[src/rtl/pc_fetch_sequencer_if.sv]
// Fetch-side bundle between the execute/hazard logic, the PC sequencer and
// instruction memory. The sequencer sits on the slave side.
interface pc_fetch_sequencer_if #(
  parameter int WIDTH = 32
);
  logic             stall;
  logic             fetch_ready;
  logic             instr_is_16;
  logic             redirect_valid;
  logic [WIDTH-1:0] redirect_target;
  logic             trap_valid;
  logic [WIDTH-1:0] trap_vector;
  logic [WIDTH-1:0] pc_out;
  logic             pc_valid;
  logic [WIDTH-1:0] pc_plus_inc;
  logic             misaligned_err;
  logic [WIDTH-1:0] misaligned_addr;

  modport master (
    output stall, fetch_ready, instr_is_16, redirect_valid, redirect_target,
           trap_valid, trap_vector,
    input  pc_out, pc_valid, pc_plus_inc, misaligned_err, misaligned_addr
  );

  modport slave (
    input  stall, fetch_ready, instr_is_16, redirect_valid, redirect_target,
           trap_valid, trap_vector,
    output pc_out, pc_valid, pc_plus_inc, misaligned_err, misaligned_addr
  );
endinterface

[src/rtl/pc_fetch_sequencer.sv]
// Fetch PC register with sequential/redirect/trap next-PC selection, a one-entry
// pending-redirect buffer for stalls, and misaligned-target detection.
module pc_fetch_sequencer #(
  parameter int               WIDTH         = 32,
  parameter logic [WIDTH-1:0] RESET_VECTOR  = '0,
  parameter bit               COMPRESSED_EN = 1'b0
) (
  input logic                 clk,
  input logic                 rst_n,
  pc_fetch_sequencer_if.slave bus
);

  localparam logic [1:0] ST_BOOT = 2'd0;
  localparam logic [1:0] ST_RUN  = 2'd1;
  localparam logic [1:0] ST_ERR  = 2'd2;

  localparam logic [WIDTH-1:0] ALIGN_MASK = COMPRESSED_EN ? WIDTH'(1) : WIDTH'(3);

  logic [1:0]       state_q, state_d;
  logic [WIDTH-1:0] pc_q, pc_d;
  logic             pend_valid_q, pend_valid_d;
  logic [WIDTH-1:0] pend_target_q, pend_target_d;
  logic [WIDTH-1:0] err_addr_q, err_addr_d;
  logic [WIDTH-1:0] inc;
  logic [WIDTH-1:0] pc_inc;
  logic [WIDTH-1:0] trap_pc;
  logic             fire;

  assign inc     = (COMPRESSED_EN && bus.instr_is_16) ? WIDTH'(2) : WIDTH'(4);
  assign pc_inc  = pc_q + inc;
  assign trap_pc = bus.trap_vector & ~ALIGN_MASK;
  assign fire    = bus.fetch_ready & ~bus.stall;

  function automatic logic is_misaligned(input logic [WIDTH-1:0] addr);
    return |(addr & ALIGN_MASK);
  endfunction

  always_comb begin
    // NOTE: every target gets a default here so the block stays purely
    // combinational; a missing default on any branch would infer a latch.
    state_d       = state_q;
    pc_d          = pc_q;
    pend_valid_d  = pend_valid_q;
    pend_target_d = pend_target_q;
    err_addr_d    = err_addr_q;

    case (state_q)
      ST_BOOT: begin
        state_d = ST_RUN;
        if (bus.trap_valid) begin
          pc_d         = trap_pc;
          pend_valid_d = 1'b0;
        end
      end

      ST_RUN: begin
        if (bus.trap_valid) begin
          pc_d         = trap_pc;
          pend_valid_d = 1'b0;
        end else if (bus.redirect_valid && !bus.stall) begin
          // A live redirect supersedes anything still parked in the buffer.
          pend_valid_d = 1'b0;
          if (is_misaligned(bus.redirect_target)) begin
            state_d    = ST_ERR;
            err_addr_d = bus.redirect_target;
          end else begin
            pc_d = bus.redirect_target;
          end
        end else if (bus.redirect_valid && bus.stall) begin
          pend_valid_d  = 1'b1;
          pend_target_d = bus.redirect_target;
        end else if (pend_valid_q && !bus.stall) begin
          pend_valid_d = 1'b0;
          if (is_misaligned(pend_target_q)) begin
            state_d    = ST_ERR;
            err_addr_d = pend_target_q;
          end else begin
            pc_d = pend_target_q;
          end
        end else if (fire) begin
          pc_d = pc_inc;
        end
      end

      ST_ERR: begin
        if (bus.trap_valid) begin
          pc_d         = trap_pc;
          pend_valid_d = 1'b0;
          state_d      = ST_RUN;
        end
      end

      default: state_d = ST_BOOT;
    endcase
  end

  always_ff @(posedge clk or negedge rst_n) begin
    if (!rst_n) begin
      state_q       <= ST_BOOT;
      pc_q          <= RESET_VECTOR;
      pend_valid_q  <= 1'b0;
      pend_target_q <= '0;
      err_addr_q    <= '0;
    end else begin
      // NOTE: non-blocking assignments let every register sample the pre-edge
      // values together, so the order of these lines does not matter.
      state_q       <= state_d;
      pc_q          <= pc_d;
      pend_valid_q  <= pend_valid_d;
      pend_target_q <= pend_target_d;
      err_addr_q    <= err_addr_d;
    end
  end

  assign bus.pc_out          = pc_q;
  assign bus.pc_valid        = (state_q == ST_RUN);
  assign bus.pc_plus_inc     = pc_inc;
  assign bus.misaligned_err  = (state_q == ST_ERR);
  assign bus.misaligned_addr = err_addr_q;

endmodule
[src/flat_wrapper.sv]
// flat-port wrapper written by rule: the top's interface ports become plain ports
module pc_fetch_sequencer_flat 
#(
  parameter int               WIDTH         = 32,
  parameter logic [WIDTH-1:0] RESET_VECTOR  = '0,
  parameter bit               COMPRESSED_EN = 1'b0
)
  (clk, rst_n, bus_stall, bus_fetch_ready, bus_instr_is_16, bus_redirect_valid, bus_redirect_target, bus_trap_valid, bus_trap_vector, bus_pc_out, bus_pc_valid, bus_pc_plus_inc, bus_misaligned_err, bus_misaligned_addr);
  pc_fetch_sequencer_if #(.WIDTH(WIDTH)) bus_i ();
  input logic clk;
  input logic rst_n;
  input wire logic [$bits(bus_i.stall)-1:0] bus_stall;
  input wire logic [$bits(bus_i.fetch_ready)-1:0] bus_fetch_ready;
  input wire logic [$bits(bus_i.instr_is_16)-1:0] bus_instr_is_16;
  input wire logic [$bits(bus_i.redirect_valid)-1:0] bus_redirect_valid;
  input wire logic [$bits(bus_i.redirect_target)-1:0] bus_redirect_target;
  input wire logic [$bits(bus_i.trap_valid)-1:0] bus_trap_valid;
  input wire logic [$bits(bus_i.trap_vector)-1:0] bus_trap_vector;
  output wire logic [$bits(bus_i.pc_out)-1:0] bus_pc_out;
  output wire logic [$bits(bus_i.pc_valid)-1:0] bus_pc_valid;
  output wire logic [$bits(bus_i.pc_plus_inc)-1:0] bus_pc_plus_inc;
  output wire logic [$bits(bus_i.misaligned_err)-1:0] bus_misaligned_err;
  output wire logic [$bits(bus_i.misaligned_addr)-1:0] bus_misaligned_addr;
  assign bus_i.stall = bus_stall;
  assign bus_i.fetch_ready = bus_fetch_ready;
  assign bus_i.instr_is_16 = bus_instr_is_16;
  assign bus_i.redirect_valid = bus_redirect_valid;
  assign bus_i.redirect_target = bus_redirect_target;
  assign bus_i.trap_valid = bus_trap_valid;
  assign bus_i.trap_vector = bus_trap_vector;
  assign bus_pc_out = bus_i.pc_out;
  assign bus_pc_valid = bus_i.pc_valid;
  assign bus_pc_plus_inc = bus_i.pc_plus_inc;
  assign bus_misaligned_err = bus_i.misaligned_err;
  assign bus_misaligned_addr = bus_i.misaligned_addr;
  pc_fetch_sequencer #(.WIDTH(WIDTH), .RESET_VECTOR(RESET_VECTOR), .COMPRESSED_EN(COMPRESSED_EN)) u_core (.clk(clk), .rst_n(rst_n), .bus(bus_i));
endmodule
[config.mk]
export PLATFORM = sky130hd
export DESIGN_NAME = pc_fetch_sequencer_flat
export DESIGN_NICKNAME = d
export VERILOG_FILES = /design/src/rtl/pc_fetch_sequencer_if.sv /design/src/rtl/pc_fetch_sequencer.sv /design/src/flat_wrapper.sv
export SDC_FILE = /design/constraint.sdc
export NUM_CORES = 1
export LEC_CHECK = 0
export CORE_MARGIN = 2
export CORE_UTILIZATION = 45
export CTS_CLUSTER_DIAMETER = 40
export CTS_CLUSTER_SIZE = 12
export DETAILED_ROUTE_END_ITERATION = 10
export HOLD_SLACK_MARGIN = 0.06
export PLACE_DENSITY = 0.78
export SLEW_MARGIN = 30
export SYNTH_ARGS = -nofsm -noshare
export SYNTH_HDL_FRONTEND = slang
export SYNTH_SLANG_ARGS = --single-unit
[constraint.sdc]
create_clock -name clk -period 6.7 [get_ports clk]
set_input_delay 2.01 -clock clk [delete_from_list [all_inputs] [get_ports clk]]
set_output_delay 2.01 -clock clk [all_outputs]
set_load 0.02 [all_outputs]
==> results_tabular.tex <==
\begin{tabular}{lr}
\hline
Metric & Value \\
\hline
\multicolumn{2}{l}{\textbf{Run status}} \\
Status & finished clean \\
\multicolumn{2}{l}{\textbf{Flow run}} \\
Number of max-capacitance violations reported & 0 \\
\multicolumn{2}{l}{\textbf{Logic synthesis}} \\
Share of synthesized registers carrying an async set or reset & 100\% \\
Count of yosys warnings during synthesis & 0 \\
Sequential element share of the synthesized area & between 40\% and 50\% \\
Post-synth EDFFs & 0 \\
Count of state elements after synthesis & 99 \\
Number of different library cells in the post-synthesis netlist & 67 \\
Primary flip-flop cell chosen by synthesis mapping & dfrtp\_1 \\
Gate count after technology mapping & around 640 \\
Post-Syn Area & between 0.005 and 0.006 mm2 \\
Post-synthesis net count & just over 700 \\
Average cell area after synthesis & 9.28 um2 \\
\multicolumn{2}{l}{\textbf{Clocking}} \\
Clock edge transition at the registers on the reported setup and hold paths & around 0.070 ns \\
TritonCTS Buffers & 9 \\
Buffer depth of the longest clock path & 2 \\
Post-cts gate resize count & 0 \\
Clock tree from TritonCTS & yes \\
Insertion delay of the later-clocked pin in the worst-skew pair & approximately 0.36 ns \\
CTS H-Tree Depth & 3 \\
Hold buffer count at CTS & 0 \\
Clock root buffer master & clkbuf\_16 \\
Setup fix buffers added after clock tree synthesis & 0 \\
Clock sinks & 99 \\
\multicolumn{2}{l}{\textbf{Worst setup path}} \\
CP Class & reg -> out \\
Crit path cell chain & ha\_1 > nand3\_1 > or2\_1 > or4\_4 > xnor2\_1 > clkdlybuf4s50\_1 \\
Register-to-register setup slack & 3.81 ns \\
Number of buffer and inverter instances along the worst setup path & 1 \\
Worst reg-to-reg path cell count & 6 \\
Largest delay share family, worst path & simple AND/OR/NAND/NOR gates \\
Worst Setup Start Kind & register \\
Critical-path top delay cell & clkdlybuf4s50\_1 \\
Worst path depth & 6 \\
CP endpoint kind & output pin \\
Data required time of the worst path & about 4.7 ns \\
Delay of the slowest cell on the worst path & roughly 0.63 ns \\
Critical R2R Launch & u\_core.pend\_valid\_q \\
Maximum fanout count along the critical path & 8 \\
Data arrival time of the critical path & slightly above 3 ns \\
Endpoint of the lowest-slack register-to-register path & u\_core.bus.pc\_out[19] \\
\multicolumn{2}{l}{\textbf{Global routing}} \\
Vias in the first global route & 5461 \\
Global route total overflow & 0 \\
Antenna violations before repair & 0 \\
Total routing usage reported by global routing & a little over a quarter \\
Largest net degree at the start of global routing & 66 \\
Wire length of the first global-routing pass & 30000 um \\
\multicolumn{2}{l}{\textbf{Floorplan}} \\
Die width & 118 um \\
Ports placed on the boundary & 169 \\
Initial Utilization & 46.3\% \\
Vertical die dimension & $\sim$120 um \\
Core area & 0.0127 mm2 \\
Site row count & 41 \\
Die Area & 0.0140 mm2 \\
\multicolumn{2}{l}{\textbf{STA}} \\
Setup repair after global routing missed its margin & false \\
Final hold viol count & 0 \\
Clock skew after layout & between 0.009 and 0.01 ns \\
Aggregate negative setup slack & 0 ns \\
Worst slew margin relative to its limit & 32.9\% \\
\# setup viols final & 0 \\
Period utilization & between 70\% and 80\% \\
Slew at the pin closest to its max-slew limit & 1.01 ns \\
F\_max & about 0.2 GHz \\
Final critical delay including setup and external delays & approximately 5.1 ns \\
Fin. max-slew vios & 0 \\
\multicolumn{2}{l}{\textbf{Routing}} \\
Overall routed net length & 19000 um \\
Drt via density & 5.91 \\
Vias & 5569 \\
Post-DR wirelength/cell & 20.1 um \\
Post-route DRC & 0 \\
Remaining antenna violation count after routing & 0 \\
First drt pass iteration count & 5 \\
Detailed Route Iter0 Violations & around 640 \\
\multicolumn{2}{l}{\textbf{Worst hold path}} \\
Hold path startpoint & u\_core.bus.misaligned\_addr[12] \\
Capture endpoint of the worst hold path & u\_core.bus.misaligned\_addr[12] \\
Depth of the worst hold-timing path & 2 \\
Class of the most critical hold timing path & reg -> reg \\
\multicolumn{2}{l}{\textbf{Final layout}} \\
Most frequent standard cell in the layout excluding fill and tap cells & clkdlybuf4s50\_1 \\
Fraction of layout cells with a size suffix above 1 & about a tenth \\
Number of nets at the end of the flow & about 840 \\
Leading cell types in the layout, fill and taps excluded & 164 x clkdlybuf4s50\_1, 99 x dfrtp\_1, 74 x nand2\_1 \\
Final std cells w/o fill & 942 \\
Layout-stage area growth over the synthesis result & 33.4\% \\
Antenna diodes & 0 \\
\multicolumn{2}{l}{\textbf{Place}} \\
Number of buffers inserted by port buffering & approximately 170 \\
Detailed placer's ending HPWL & $\sim$14000 um \\
Weighted congestion reported at the end of routability-driven placement & 0.924 \\
Placed cell count & a little over 900 \\
\multicolumn{2}{l}{\textbf{Power and ir drop}} \\
Highest ir drop seen on vdd & about 0.19 mV \\
Ratio of total power to cell area & just over 300 mW/mm2 \\
Leak Pwr & 3.17 nW \\
\hline
\end{tabular}
## logic make-up after synthesis
family                   after synthesis  synth area share (%)
XOR/XNOR                              23                  3.42
buffers and inverters                 61                  4.82
adder cells (fa/ha/maj)                1                 0.212
flip-flops                            99                  42.0
multiplexers                          64                  11.6
AO/OA/AOI/OAI                        177                  20.6
AND/OR/NAND/NOR                      210                  17.3
## how the worst max path moves through the flow
stage                    startpoint                   end  slack [ns]
6_report       u_core.bus.pc_out[2]   bus_pc_plus_inc[28]        1.58
5_1_grt        u_core.bus.pc_out[2]   bus_pc_plus_inc[28]        1.47
4_1_cts        u_core.bus.pc_out[2]   bus_pc_plus_inc[28]        1.58
3_5_place_dp              bus_stall  u_core.bus.pc_out[0]        1.28
3_3_place_gp              bus_stall  u_core.bus.pc_out[1]        1.38
2_1_floorplan  u_core.bus.pc_out[2]   bus_pc_plus_inc[28]        2.58
## metrics by stage
stage / cell area [um2] / total power, mW / utilization (%) / hold slack, ns / setup slack, ns
after floorplan: 5890 / 1.44 / - / 0.475 / 2.58
after global placement: 7580 / 1.91 / 59.5 / 0.472 / 1.38
after detailed placement: 7580 / 1.93 / 59.5 / 0.474 / 1.28
after CTS: 7850 / 2.44 / 61.7 / 0.490 / 1.58
after global routing: 7860 / 2.56 / 61.8 / 0.513 / 1.47
final: 7860 / 2.43 / 61.8 / 0.483 / 1.58
## tightest hold or removal path: stages (launching register included)
cell and delay (ns):
dfrtp_1 0.34, nand2_1 0.04, o21ai_0 0.06
## final cells by class
| cell class | count | area [um2] |
|---|---|---|
| clock buffers | 9 | 225 |
| fillers | 1114 | 4860 |
| multi-input cells | 475 | 3160 |
| flip-flops and latches | 99 | 2480 |
| clock inverters | 6 | 50.0 |
| inverters | 9 | 33.8 |
| repair buffers | 172 | 1700 |
| well taps | 172 | 215 |
## power breakdown
group	switching (mW)	internal [mW]
logic	0.513	0.488
registers	0.175	0.755
clock network	0.250	0.254
total	0.938	1.50
## sequential cells by signal, summed over array words and instances (netlist names)
| signal | count |
|---|---|
| u_core.bus.pc_out | 32 |
| u_core.pend_valid_q | 1 |
| u_core.bus.misaligned_addr | 32 |
| u_core.pend_target_q | 32 |
| u_core.state_q | 2 |
## cells in the mapped netlist (5+ instances only)
cell type	count	area share, %
and4_1	6	0.89
and3_1	9	0.96
o21ai_0	32	2.7
o31a_1	6	0.89
xor2_1	8	1.2
nor2_1	47	3.0
nand3_1	19	1.6
clkbuf_1	25	1.6
nor2b_1	7	0.74
inv_1	9	0.57
nand4_1	7	0.74
a211oi_1	7	0.89
a21o_1	5	0.64
xnor2_1	15	2.2
nor3_1	13	1.1
a221o_1	7	1.2
a21oi_1	25	2.1
nand2_1	75	4.8
a31oi_1	6	0.64
nand2b_1	7	0.74
mux2i_1	30	5.1
dfrtp_1	99	42
buf_2	17	1.4
o21ai_1	34	2.9
o22ai_1	6	0.64
mux2_2	31	5.9
a221oi_1	7	1.0
## layer usage
layer / up-vias / GRT usage [%] / wire (um)
met5: - / 0 / 0
met4: 0 / 8.11 / 312
met3: 23 / 6.18 / 1490
met2: 252 / 42.9 / 8860
met1: 2728 / 37.4 / 8310
li1: 2566 / - / -
No activity file was read; power rests on OpenSTA's default activity.
